==> src/rtl/parity_frame_ctrl_pkg.sv <==
// Shared types and constants for the parity frame controller.
package parity_frame_pkg;

    localparam int WORD_W = 3;

    typedef enum logic [1:0] {
        PF_IDLE,
        PF_RUN,
        PF_DONE
    } pf_state_t;

    // Counter width that holds 0..frame_len inclusive.
    function automatic int cnt_width(input int frame_len);
        return $clog2(frame_len + 1);
    endfunction

endpackage

==> src/rtl/parity_frame_ctrl_if.sv <==
// Word-input and frame-result handshake bundle of the parity frame controller.
interface parity_frame_ctrl_if #(
    parameter int CNT_W = 4
);
    logic                                in_valid;
    logic                                in_ready;
    logic [parity_frame_pkg::WORD_W-1:0] in_data;
    logic                                out_valid;
    logic                                out_ready;
    logic                                frame_odd;
    logic                                frame_even;
    logic [CNT_W-1:0]                    odd_cnt;

    modport master (
        output in_valid, in_data, out_ready,
        input  in_ready, out_valid, frame_odd, frame_even, odd_cnt
    );

    modport slave (
        input  in_valid, in_data, out_ready,
        output in_ready, out_valid, frame_odd, frame_even, odd_cnt
    );
endinterface

==> src/rtl/parity_frame_ctrl_parity3_word.sv <==
// Combinational even/odd parity of one 3-bit word.
module parity3_word
    import parity_frame_pkg::*;
(
    input  logic [WORD_W-1:0] w,
    output logic              odd,
    output logic              even
);
    assign odd  = ^w;
    assign even = ~^w;
endmodule

==> src/rtl/parity_frame_ctrl.sv <==
// Frame sequencer: accumulates word parity over FRAME_LEN words and presents one result.
// Optional odd-word statistics are enabled by defining PFC_STATS_EN.
module parity_frame_ctrl
    import parity_frame_pkg::*;
#(
    parameter int FRAME_LEN = 8
) (
    input  logic clk,
    input  logic rst,
    input  logic start,
    input  logic abort,
    output logic busy,
    parity_frame_ctrl_if.slave bus
);
    localparam int               CNT_W    = cnt_width(FRAME_LEN);
    localparam logic [CNT_W-1:0] LAST_IDX = CNT_W'(FRAME_LEN - 1);

    pf_state_t        state_q, state_d;
    logic [CNT_W-1:0] wcnt_q, wcnt_d;
    logic             acc_par_q, acc_par_d;
    logic [CNT_W-1:0] odd_total;
    logic             word_odd, word_even, wpar;
    logic             accept, clear, done;

    parity3_word u_parity (
        .w    (bus.in_data),
        .odd  (word_odd),
        .even (word_even)
    );

    // Both rails of the parity cell must agree before a word counts as odd.
    assign wpar   = word_odd & ~word_even;
    assign accept = (state_q == PF_RUN) & bus.in_valid;
    assign clear  = abort | (state_q == PF_IDLE);
    assign done   = (state_q == PF_DONE);

    always_ff @(posedge clk) begin
        if (rst) begin
            state_q   <= PF_IDLE;
            wcnt_q    <= '0;
            acc_par_q <= 1'b0;
        end else begin
            state_q   <= state_d;
            wcnt_q    <= wcnt_d;
            acc_par_q <= acc_par_d;
        end
    end

    always_comb begin
        state_d = state_q;
        unique case (state_q)
            PF_IDLE: if (start && !abort) state_d = PF_RUN;
            PF_RUN: begin
                if (abort)                            state_d = PF_IDLE;
                else if (accept && wcnt_q == LAST_IDX) state_d = PF_DONE;
            end
            PF_DONE: if (abort || bus.out_ready) state_d = PF_IDLE;
            default: state_d = PF_IDLE;
        endcase
    end

    // The word counter parks on the last index so it never exceeds FRAME_LEN-1.
    always_comb begin
        wcnt_d    = wcnt_q;
        acc_par_d = acc_par_q;
        if (clear) begin
            wcnt_d    = '0;
            acc_par_d = 1'b0;
        end else if (accept) begin
            acc_par_d = acc_par_q ^ wpar;
            if (wcnt_q != LAST_IDX) wcnt_d = wcnt_q + CNT_W'(1);
        end
    end

`ifdef PFC_STATS_EN
    logic [CNT_W-1:0] acc_odd_q, acc_odd_d;

    always_ff @(posedge clk) begin
        if (rst) acc_odd_q <= '0;
        else     acc_odd_q <= acc_odd_d;
    end

    always_comb begin
        acc_odd_d = acc_odd_q;
        if (clear)       acc_odd_d = '0;
        else if (accept) acc_odd_d = acc_odd_q + CNT_W'(wpar);
    end

    assign odd_total = acc_odd_q;
`else
    assign odd_total = '0;
`endif

    always_comb begin
        bus.in_ready   = (state_q == PF_RUN);
        bus.out_valid  = done;
        bus.frame_odd  = done & acc_par_q;
        bus.frame_even = done & ~acc_par_q;
        bus.odd_cnt    = done ? odd_total : '0;
        busy           = (state_q != PF_IDLE);
    end
endmodule

==> src/flat_wrapper.sv <==
// flat-port wrapper written by rule: the top's interface ports become plain ports
module parity_frame_ctrl_flat import parity_frame_pkg::*;
#(
    parameter int FRAME_LEN = 8
)
  (clk, rst, start, abort, busy, bus_in_valid, bus_in_data, bus_out_ready, bus_in_ready, bus_out_valid, bus_frame_odd, bus_frame_even, bus_odd_cnt);
  parity_frame_ctrl_if #(.CNT_W((cnt_width(FRAME_LEN)))) bus_i ();
  input  logic clk;
  input  logic rst;
  input  logic start;
  input  logic abort;
  output logic busy;
  input wire logic [$bits(bus_i.in_valid)-1:0] bus_in_valid;
  input wire logic [$bits(bus_i.in_data)-1:0] bus_in_data;
  input wire logic [$bits(bus_i.out_ready)-1:0] bus_out_ready;
  output wire logic [$bits(bus_i.in_ready)-1:0] bus_in_ready;
  output wire logic [$bits(bus_i.out_valid)-1:0] bus_out_valid;
  output wire logic [$bits(bus_i.frame_odd)-1:0] bus_frame_odd;
  output wire logic [$bits(bus_i.frame_even)-1:0] bus_frame_even;
  output wire logic [$bits(bus_i.odd_cnt)-1:0] bus_odd_cnt;
  assign bus_i.in_valid = bus_in_valid;
  assign bus_i.in_data = bus_in_data;
  assign bus_i.out_ready = bus_out_ready;
  assign bus_in_ready = bus_i.in_ready;
  assign bus_out_valid = bus_i.out_valid;
  assign bus_frame_odd = bus_i.frame_odd;
  assign bus_frame_even = bus_i.frame_even;
  assign bus_odd_cnt = bus_i.odd_cnt;
  parity_frame_ctrl #(.FRAME_LEN(FRAME_LEN)) u_core (.clk(clk), .rst(rst), .start(start), .abort(abort), .busy(busy), .bus(bus_i));
endmodule
==> config.mk <==
export PLATFORM = sky130hd
export DESIGN_NAME = parity_frame_ctrl_flat
export DESIGN_NICKNAME = d
export VERILOG_FILES = /design/src/rtl/parity_frame_ctrl_pkg.sv /design/src/rtl/parity_frame_ctrl_if.sv /design/src/rtl/parity_frame_ctrl_parity3_word.sv /design/src/rtl/parity_frame_ctrl.sv /design/src/flat_wrapper.sv
export SDC_FILE = /design/constraint.sdc
export NUM_CORES = 1
export LEC_CHECK = 0
export CAP_MARGIN = 20
export CORE_AREA = 2 2 39 41
export DETAILED_ROUTE_END_ITERATION = 12
export DIE_AREA = 0 0 41 43
export DONT_BUFFER_PORTS = 1
export PLACE_DENSITY = 0.4
export SETUP_SLACK_MARGIN = 0.1
export SYNTH_ARGS = -nofsm -noshare
export SYNTH_HDL_FRONTEND = slang
export SYNTH_SLANG_ARGS = --single-unit
==> constraint.sdc <==
create_clock -name clk -period 2.35 [get_ports clk]
set_input_delay 0.47 -clock clk [delete_from_list [all_inputs] [get_ports clk]]
set_output_delay 0.47 -clock clk [all_outputs]
set_load 0.005 [all_outputs]
==> reports/qor.txt <==
Final Hold Slack - 0.284 ns
Syn Inst Count - 48
H-tree levels - 1
status - finished clean
post-DP HPWL - 660 microns
synthesized area per cell - 8.52 sq um
cell area after synthesis - 409 sq um
number of buffers added to fix hold violations after cts - 0
post-route setup TNS - 0 ns
critical path type - reg -> out
crit-path max cell delay - 0.44 ns
DR vias - 355
Hold Crit Depth - 1
worst r2r src - u_core.wcnt_q[0]$_SDFFE_PP0P_
IO Pins - 18
number of port buffers - 0
Root Buffer - clkbuf_4
Nets - 62
synth warn - 0
CTS Buffer Depth - 2
clock-pin slew on the worst setup and hold paths - 0.06 ns
top post-synthesis cells by area - dfxtp_1 (34%), buf_4 (7.3%), xnor3_1 (5.5%)
r2r endpoint - u_core.wcnt_q[3]$_SDFFE_PP0P_
Setup Skew - 0.00114 ns
die height - 43 microns
Clock Latency Late Sink - 0.25 ns
initial antenna violation count - 0
Hold Crit Endpoint - u_core.state_q[0]$_SDFFE_PP0P_
clock sinks - 7
unrepaired setup endpoints after global routing - no
most common cell in the netlist - dfxtp_1
CP Buf/Inv Count - 1
worst vdd ir - 0.239 mV
top post-synthesis cells by count - dfxtp_1 (7), a21oi_1 (4), buf_4 (4), o21ai_0 (4), nand2_1 (3)
GRT Overall Usage - 12.9%
routed len/inst - 13.1 microns
Antenna Cells - 0
Crit. End Element - output port
post-CTS sizing - 0
Initial Utilization - 29.6%
fin util - 31.6%
largest net degree at the start of global routing - 10
area leader, netlist - dfxtp_1
Max-Cap Viols - 0
cell breakdown of the critical path - nand2b_1 > inv_1 > and2_1
final setup fails - 0
Critical Path RT - 1.88 ns
Critical-path top delay cell - dfxtp_1
FMAX - 618 MHz
CP delay by family, top - flip-flops
cts bufs inserted - 3
Yosys top cell area share - 34.3%
Die ar. - 1760 sq um
Seq/Total Area, Yosys - 34.3%
DIE WIDTH - 41 microns
gpl congestion - 0.565
crit-path max FO - 6
Post-synth top flop - dfxtp_1
Routed Antenna Nets - 0
Leakage - 0.180 nW
hold_sp - rst
row count - 14
Final Hold Viols - 0
vias in the first global route - 350
crit path DAT - 1.15 ns
Slew Limit Fails - 0
router iterations before antenna repair - 4
CTS tree - done
flops & latches, synth - 7
R2R Setup Slk - 0.88 ns
via density per instance - 5.30
EDFF count, synth - 0
setup repair bufs after CTS - 0
share of post-route cells with drive strength above 1 - 9.80%
Cell Pwr Density - 573 nW/um^2
first-pass GRT wire length - 1530 microns
Reg2Reg Depth - 4
number of fill cells - 150
Worst Hold Class - in -> reg
startpoint types - register
Layout area overhead - 6.73%
Post-synth ARST share - 0%
post-synth cell types - 25
Tcrit/Tclk final - 68.9%
minimum clock period - 1.62 ns
core outline area - 1380 sq um
# DRC - 0
global route overflow - 0
iteration-0 DRC count of the detailed router - 15
total wire length - 876 microns
[cell usage in the layout, fill, tap and decap left out, types with 2 or more instances in the layout]
cell and count:
dfxtp_1 7, nor2_1 2, o21ai_0 4, nand2_1 3
a21oi_1 4, conb_1 4, or3_1 2, inv_1 2
nor3_1 2, and2_1 2, clkbuf_4 3, o22ai_1 2
[worst max-delay path by stage]
stage,startpoint,end,slack [ns],depth (start not counted)
after floorplan,u_core.wcnt_q[0]$_SDFFE_PP0P_,u_core.wcnt_q[3]$_SDFFE_PP0P_,0.95,4
after global placement,u_core.wcnt_q[0]$_SDFFE_PP0P_,u_core.wcnt_q[3]$_SDFFE_PP0P_,0.93,4
after detailed placement,u_core.wcnt_q[0]$_SDFFE_PP0P_,u_core.wcnt_q[3]$_SDFFE_PP0P_,0.88,4
after CTS,u_core.state_q[0]$_SDFFE_PP0P_,bus_frame_odd,0.74,3
after global routing,u_core.state_q[0]$_SDFFE_PP0P_,bus_frame_odd,0.61,3
final,u_core.state_q[0]$_SDFFE_PP0P_,bus_frame_odd,0.73,3
[layout make-up]
type | instances | area (sq um) | area share [%]
multi-input cells | 38 | 243 | 55.6
inverters | 2 | 7.51 | 1.72
clock buffers | 4 | 26.3 | 6.02
flip-flops and latches | 7 | 140 | 32.1
well taps | 16 | 20.0 | 4.58
[through the flow]
step	instance area, sq um	std cells	power, mW	setup slack, ns
6_report	437	67	0.250	0.731
3_5_place_dp	410	63	0.138	0.881
2_1_floorplan	420	51	0.141	0.953
3_3_place_gp	410	63	0.137	0.926
4_1_cts	437	67	0.251	0.743
5_1_grt	437	67	0.263	0.609
[sequential cells by signal, summed over array words and instances (netlist names)]
register          cells
u_core.state_q        2
u_core.wcnt_q         4
u_core.acc_par_q      1
[cells by family (layout without fill, tap and decap cells)]
family,after synthesis,in the layout,synth area share (%)
buffers and inverters,6,6,9.18
AOI/OAI and AO/OA,11,11,14.4
xor gates and xnor gates,1,1,5.50
DFF,7,7,34.2
other,1,4,0.917
adders and majority gates,1,1,3.06
and+or+nand+nor,21,21,32.7
[report_power, final]
group / leakage [nW] / internal [mW] / total (mW) / switching, mW
sequential: 0.0565 / 0.120 / 0.121 / 0.00154
clock: 0.0150 / 0.0651 / 0.115 / 0.0496
combinational: 0.109 / 0.00768 / 0.0145 / 0.00682
total: 0.180 / 0.192 / 0.250 / 0.0579
[layer usage]
metal	wire (microns)	global-route usage [%]	part of all wire (%)	vias to the layer above
met2	393	16.9	45	20
li1	-	-	-	169
met1	372	17.2	42	161
met5	0	0	0	-
met4	25	9.33	2.9	0
met3	85	3.66	9.7	5
(Power assumes the default switching activity.)
